===== config.mk =====
export PLATFORM = sky130hd
export DESIGN_NAME = div_module
export DESIGN_NICKNAME = d
export VERILOG_FILES = /design/src/rtl/div_module.sv
export SDC_FILE = /design/constraint.sdc
export NUM_CORES = 1
export LEC_CHECK = 0
export BUFFER_PORTS_ARGS = -buffer_cell sky130_fd_sc_hd__buf_2
export CORE_ASPECT_RATIO = 0.6
export CORE_MARGIN = 2
export CORE_UTILIZATION = 35
export DETAILED_ROUTE_END_ITERATION = 10
export GPL_ROUTABILITY_DRIVEN = 0
export PLACE_DENSITY = 0.63
export SLEW_MARGIN = 20
export SYNTH_ARGS = -nofsm -noshare
export SYNTH_HDL_FRONTEND = slang
export SYNTH_SLANG_ARGS = --single-unit

===== constraint.sdc =====
create_clock -name clk -period 6.9 [get_ports clk]
set_input_delay 0.69 -clock clk [delete_from_list [all_inputs] [get_ports clk]]
set_output_delay 0.69 -clock clk [all_outputs]
set_load 0.01 [all_outputs]

===== src/rtl/div_module.sv =====
// div_module: sequential radix-2 restoring unsigned divider, one quotient bit per clock.
module div_module #(
    parameter int N = 64,
    parameter int M = 64
) (
    input  logic         clk,
    input  logic         rst,
    input  logic         start,
    input  logic [N-1:0] dividend,
    input  logic [N-1:0] divisor,
    output logic [N-1:0] quotient,
    output logic [M-1:0] remainder,
    output logic         done,
    output logic [7:0]   cnt
);
    typedef enum logic [1:0] {IDLE, RUN, DONE} state_t;
    localparam logic [7:0] LAST = 8'(N - 1);
    state_t       state_q, state_d;
    logic [N-1:0] dvd_q, dvd_d, dsr_q, dsr_d, rem_q, rem_d, quo_q, quo_d;
    logic [M-1:0] res_q, res_d;
    logic         done_q, done_d;
    logic [7:0]   cnt_q, cnt_d;
    logic [N:0]   r_shift;
    logic         ge;
    always_comb begin
        r_shift = {rem_q, dvd_q[N-1]};
        ge      = r_shift >= {1'b0, dsr_q};
        state_d = state_q;
        dvd_d   = dvd_q;
        dsr_d   = dsr_q;
        rem_d   = rem_q;
        quo_d   = quo_q;
        res_d   = res_q;
        done_d  = done_q;
        cnt_d   = cnt_q;
        if (state_q == RUN) begin
            // dividend register shifts out MSB-first and fills with quotient bits
            dvd_d = {dvd_q[N-2:0], ge};
            rem_d = ge ? r_shift[N-1:0] - dsr_q : r_shift[N-1:0];
            cnt_d = cnt_q + 8'd1;
            if (cnt_q == LAST) begin
                quo_d   = dvd_d;
                res_d   = rem_d[M-1:0];
                done_d  = 1'b1;
                state_d = DONE;
            end
        end else if (start) begin
            dvd_d   = dividend;
            dsr_d   = divisor;
            rem_d   = '0;
            cnt_d   = '0;
            done_d  = 1'b0;
            state_d = RUN;
        end
    end
    always_ff @(posedge clk) begin
        if (rst) begin
            state_q <= IDLE;
            dvd_q   <= '0;
            dsr_q   <= '0;
            rem_q   <= '0;
            quo_q   <= '0;
            res_q   <= '0;
            done_q  <= 1'b0;
            cnt_q   <= '0;
        end else begin
            state_q <= state_d;
            dvd_q   <= dvd_d;
            dsr_q   <= dsr_d;
            rem_q   <= rem_d;
            quo_q   <= quo_d;
            res_q   <= res_d;
            done_q  <= done_d;
            cnt_q   <= cnt_d;
        end
    end
    assign quotient  = quo_q;
    assign remainder = res_q;
    assign done      = done_q;
    assign cnt       = cnt_q;
endmodule


# Word level (Yosys, flattened, before mapping)
# Index checks and enable logic that the tools add are counted.
# totals
register_bits,331
input_bits,131
# op_classes
n_bitwise,1
n_eq_ne,3
mux,13
order_cmp,1
n_addsub,2
reduce_logical,4
# op_table
cell,n
2-to-1 mux 64 bit,5
>= comparator 65 x 64 -> 1 bit,1
subtractor 64 bit,1
2-to-1 mux 8 bit,2
adder 8 x 1 -> 8 bit (second input constant),1
== test 8 x 6 -> 1 bit (second input constant),1
2-to-1 mux 2 bit,3
AND reduction 2 bit,3
2-to-1 mux 1 bit,3
== test 2 x 1 -> 1 bit (second input constant),1
!= test 2 x 1 -> 1 bit (second input constant),1
nonzero test 2 bit,1
inverter 1 bit,1

# Longest topological paths before layout
# depth
word_depth,3
depth_mapped,16
depth_no_buf,14

# Worst setup path after synthesis
# Ideal clock, no wire load.
# synth_path
path_kind,register to register
startpoint,register dvd_q[63]
endpoint,register res_q[56] (netlist: remainder[56])
slack_ns,3.864
arrival_time_ns,2.941
period_less_slack_ns,3.036
stages_incl_launch_ff,16
setup_ns,0.095
path_buffers,1
cell_sequence,dfxtp_1 inv_1 ha_1 inv_1 fa_1 a21o_1 a221o_2 a21boi_4 a31oi_4 and4_4 nor4_2 or2_1 buf_4 o31a_1 mux2i_1 a221oi_1
# synth_via
elab_chain_cells,2
word_cells_on_any_way,3
cone_classes,add/sub (1); order compare (1); mux (1)
# synth_lines
item,line_no,rtl
start: declaration,19,"logic [N-1:0] dvd_q, dvd_d, dsr_q, dsr_d, rem_q, rem_d, quo_q, quo_d;"
start signal: assignment,68,dvd_q <= dvd_d;
subtractor 64 bit or >= comparator 65 x 64 -> 1 bit (tied branches),"39, 27",
2-to-1 mux 64 bit (*),39,rem_d = ge ? r_shift[N-1:0] - dsr_q : r_shift[N-1:0];
end signal: assignment,72,res_q <= res_d;
end: declaration,20,"logic [M-1:0] res_q, res_d;"
# Every way passes the cells marked *; elsewhere a longest branch is shown, timed or not.
# A chain may end at the register's enable or synchronous reset.

# Worst setup path in the final report
# layout_path
startpoint,register dsr_q[1]
endpoint,register res_q[62] (netlist: remainder[62])
# layout_via
elab_chain_cells,2
word_cells_on_any_way,3
cone_classes,add/sub (1); order compare (1); mux (1)
# layout_lines
item,line_no,rtl
start: declaration,19,
start signal: assignment,69,dsr_q <= dsr_d;
subtractor 64 bit or >= comparator 65 x 64 -> 1 bit (tied branches),"39, 27",
2-to-1 mux 64 bit (*),39,
# Marks and branches as above.

==> flow_summary.toml <==
[setup_path]
crit_path_max_incr_delay_ns = 0.83
timing.rr.end = "remainder[62]"
cp_num_buf_inv = 1
crit_path_end_kind = "flop"
crit_path_max_fanout = 20
path_cells = "inv_1 -> ha_1 -> nor2b_1 -> o2111ai_1 -> a211oi_2 -> or3_4 -> o21ai_2 -> and2_1 -> o31a_1 -> nor2_1 -> a2111oi_2"
path_depth = 11
startpoint_type = "flop"
crit_family = "compound AO/OA/AOI/OAI gates"
reg2reg_depth = 11
rr_startpoint = "dsr_q[1]"
path_class = "reg2reg"
arrival_ns = 4.69
r2r_slack_ns = 2.66
critPathSlowestCell = "o31a_1"
required_ns = 7.35

[die]
fp.dieArea_um2 = 49700
die_w_um = 287
rows = 62
core_um2 = 47600
start_util_pct = 35.3
io_pins = 268
die_h_um = 174

[drt]
wirelength_mm = 53.1
wl_per_cell_um = 18.0
drt-vias-per-instance = 5.31
drcViolationCount = 0
ant_nets = 0
dr.pass1.iters = 5
first_iter_violations = 1387
vias = 15700

[logic_synthesis]
synth_seq_cells = 330
synth_cells = 2109
yosys_warnings = 0
synth_nets = 2306
synth_edf_count = 0
synth_seq_area_share_pct = 39.4
synth_cell_type_count = 87
synth_largest_type_area_fraction_pct = 39.4
syn_area_um2 = 16800
synthTopCellsByArea = "dfxtp_1 39%, nand2_1 9.1%, a21oi_1 6.8%, mux2i_1 5.6%, ha_1 4.9%"
ys.flop_type = "dfxtp_1"
synth_top_area_cell = "dfxtp_1"
synthArstFlopShare_pct = 0
syn_area_per_cell_um2 = 7.95

[clocking]
clkSlewWorstSetupHoldPaths_ns = 0.07
post_cts_buffers = 0
cts_resized = 0
root_buffer = "clkbuf_16"
cts.path.max_buffers = 3
hold_buffers = 0
clock_sinks = 330
htreeDepth = 2
clock_latency_ns = 0.55
numCtsBuffers = 35
tritoncts = "yes"

[timing]
setup_violations = 0
period_share_pct = 61.5
rsz0062_at_grt = "false"
clock-skew-final_ns = 0.0190
fin_crit_ns = 4.24
hold_viol = 0
timing.fmax_mhz = 236
slew_violations = 0
slew_headroom_pct = 28.3
tightest_slew_ns = 1.08
fin_setup_tns_ns = 0

[grt]
grt_usage_pct = 20.7
grt_max_degree = 109
antenna_found_initial = 4
grt_pass1_vias = 14500
grt_pass1_wl_mm = 82.9
grt_overflow = 0

[min_path]
worstHoldPathCells = 3
hp-start = "divisor[12]"
hp-class = "in2reg"
min_to = "dsr_q[12]"

[finish]
final.fill_count = 4905
area_delta_synth_final_pct = 17.4
drive_gt1_share_pct = 16.8
nets = 2474

[power_and_ir_drop]
p_total_mw = 7.81
power_leakage_nw = 8.33
powerDensity_nw_per_um2 = 397
ir_drop_mv = 0.338

[placed_design]
port_buffers = 267
hpwl_mm = 37.6

[status]
outcome = "finished, final reports clean"

[flow_run]
cap_violations = 0
==> worst register-to-register path, delay by kind of cell, from the launching register on <==
family,cells,cell delay (ns)
AO/OA/AOI/OAI,5,2.14
adder cells (fa/ha/maj),1,0.31
buffers and inverters,1,0.08
flip-flops,1,0.33
AND/OR/NAND/NOR,4,1.28
==> per-layer routing <==
layer	track usage (%)	wire length, um	up-vias
li1	-	-	7683
met1	31.3	26500	7416
met2	29.6	21700	479
met3	4.41	3840	72
met4	4.95	1050	0
met5	0	0	-
==> cells in the final DEF, fill, tap and decap left out, types with 14 or more instances in the layout <==
cell / netlist / final
mux2i_1: 94 / 94
buf_2: 22 / 265
o21bai_1: 14 / 14
a21oi_1: 229 / 229
nor2_1: 165 / 163
o21ai_1: 22 / 22
clkbuf_16: 0 / 35
buf_4: 6 / 16
a21o_1: 28 / 28
o21ai_0: 113 / 113
nand4_1: 22 / 22
dfxtp_1: 330 / 330
a211oi_1: 108 / 108
inv_1: 89 / 89
nand3_1: 24 / 24
a31oi_1: 15 / 15
xor2_1: 21 / 21
ha_1: 65 / 65
xnor2_1: 36 / 36
nand2_1: 406 / 403
==> flip-flops by register name, indices dropped and copies added (netlist names) <==
name	flops
dsr_q	64
dvd_q	64
quotient	64
rem_q	64
remainder	64
cnt	8
state_q	2
==> cells in the mapped netlist, types with 8 or more instances <==
master and number:
xor2_1 21, a211oi_1 108, inv_1 89, ha_1 65, nand2_1 406, dfxtp_1 330, o21ai_1 22, nor3_1 11
a21oi_1 229, or3_1 8, nand4_1 22, and2_1 12, xnor2_1 36, mux2i_1 94, buf_1 15, o31ai_1 8
clkbuf_1 99, nor2_1 165, nand3_1 24, buf_2 22, a21o_1 28, o21ai_0 113, o21bai_1 14, o21a_1 13
a31oi_1 15, o211ai_1 9
==> how the worst max path moves through the flow <==
stage | startpoint | end | slack [ns]
CTS | dsr_q[1] | remainder[62] | 2.68
global placement | dsr_q[1] | remainder[62] | 2.83
floorplan | dvd_q[63] | remainder[56] | 3.86
finish | dsr_q[1] | remainder[62] | 2.66
detailed placement | dsr_q[1] | remainder[62] | 2.75
global route | dsr_q[26] | remainder[62] | 2.28
==> kinds of logic (layout without fill, tap and decap cells) <==
kind of cell    Yosys count  in the layout  synth area share, %
other cells               0              3                    0
fa+ha+maj                66             66                 4.97
buf+inv                 243            437                 6.10
mux                      96             96                 5.75
simple gates            693            693                 17.5
xor+xnor                 57             57                 2.98
flops                   330            330                 39.4
compound gates          624            624                 23.3
==> layout make-up <==
type | instances | area, um^2 | area share [%]
Antenna cell | 3 | 7.51 | 0.0381
Clock buffer | 45 | 983 | 5.00
Clock inverter | 18 | 292 | 1.48
Inverter | 91 | 342 | 1.74
Multi-Input combinational cell | 1536 | 9180 | 46.6
Sequential cell | 330 | 6610 | 33.6
Tap cell | 640 | 801 | 4.07
Timing Repair Buffer | 283 | 1470 | 7.47
==> through the flow <==
step / cells / hold slack, ns / instance area, um^2 / util [%] / setup slack, ns
6_report: 2946 / 0.376 / 19700 / 41.4 / 2.66
5_1_grt: 2946 / 0.355 / 19700 / 41.4 / 2.28
4_1_cts: 2943 / 0.347 / 19700 / 41.4 / 2.68
3_5_place_dp: 2880 / 0.444 / 18400 / 38.7 / 2.75
3_3_place_gp: 2880 / 0.440 / 18400 / 38.7 / 2.83
2_1_floorplan: 2109 / 0.436 / 16800 / - / 3.86
==> power by group <==
group / leakage [nW] / internal, mW / switching (mW)
clock network: 0.626 / 1.25 / 0.853
logic: 5.01 / 1.30 / 2.26
registers: 2.69 / 2.04 / 0.106
total: 8.33 / 4.59 / 3.22
Note: power is estimated with default switching activity, not from simulation.
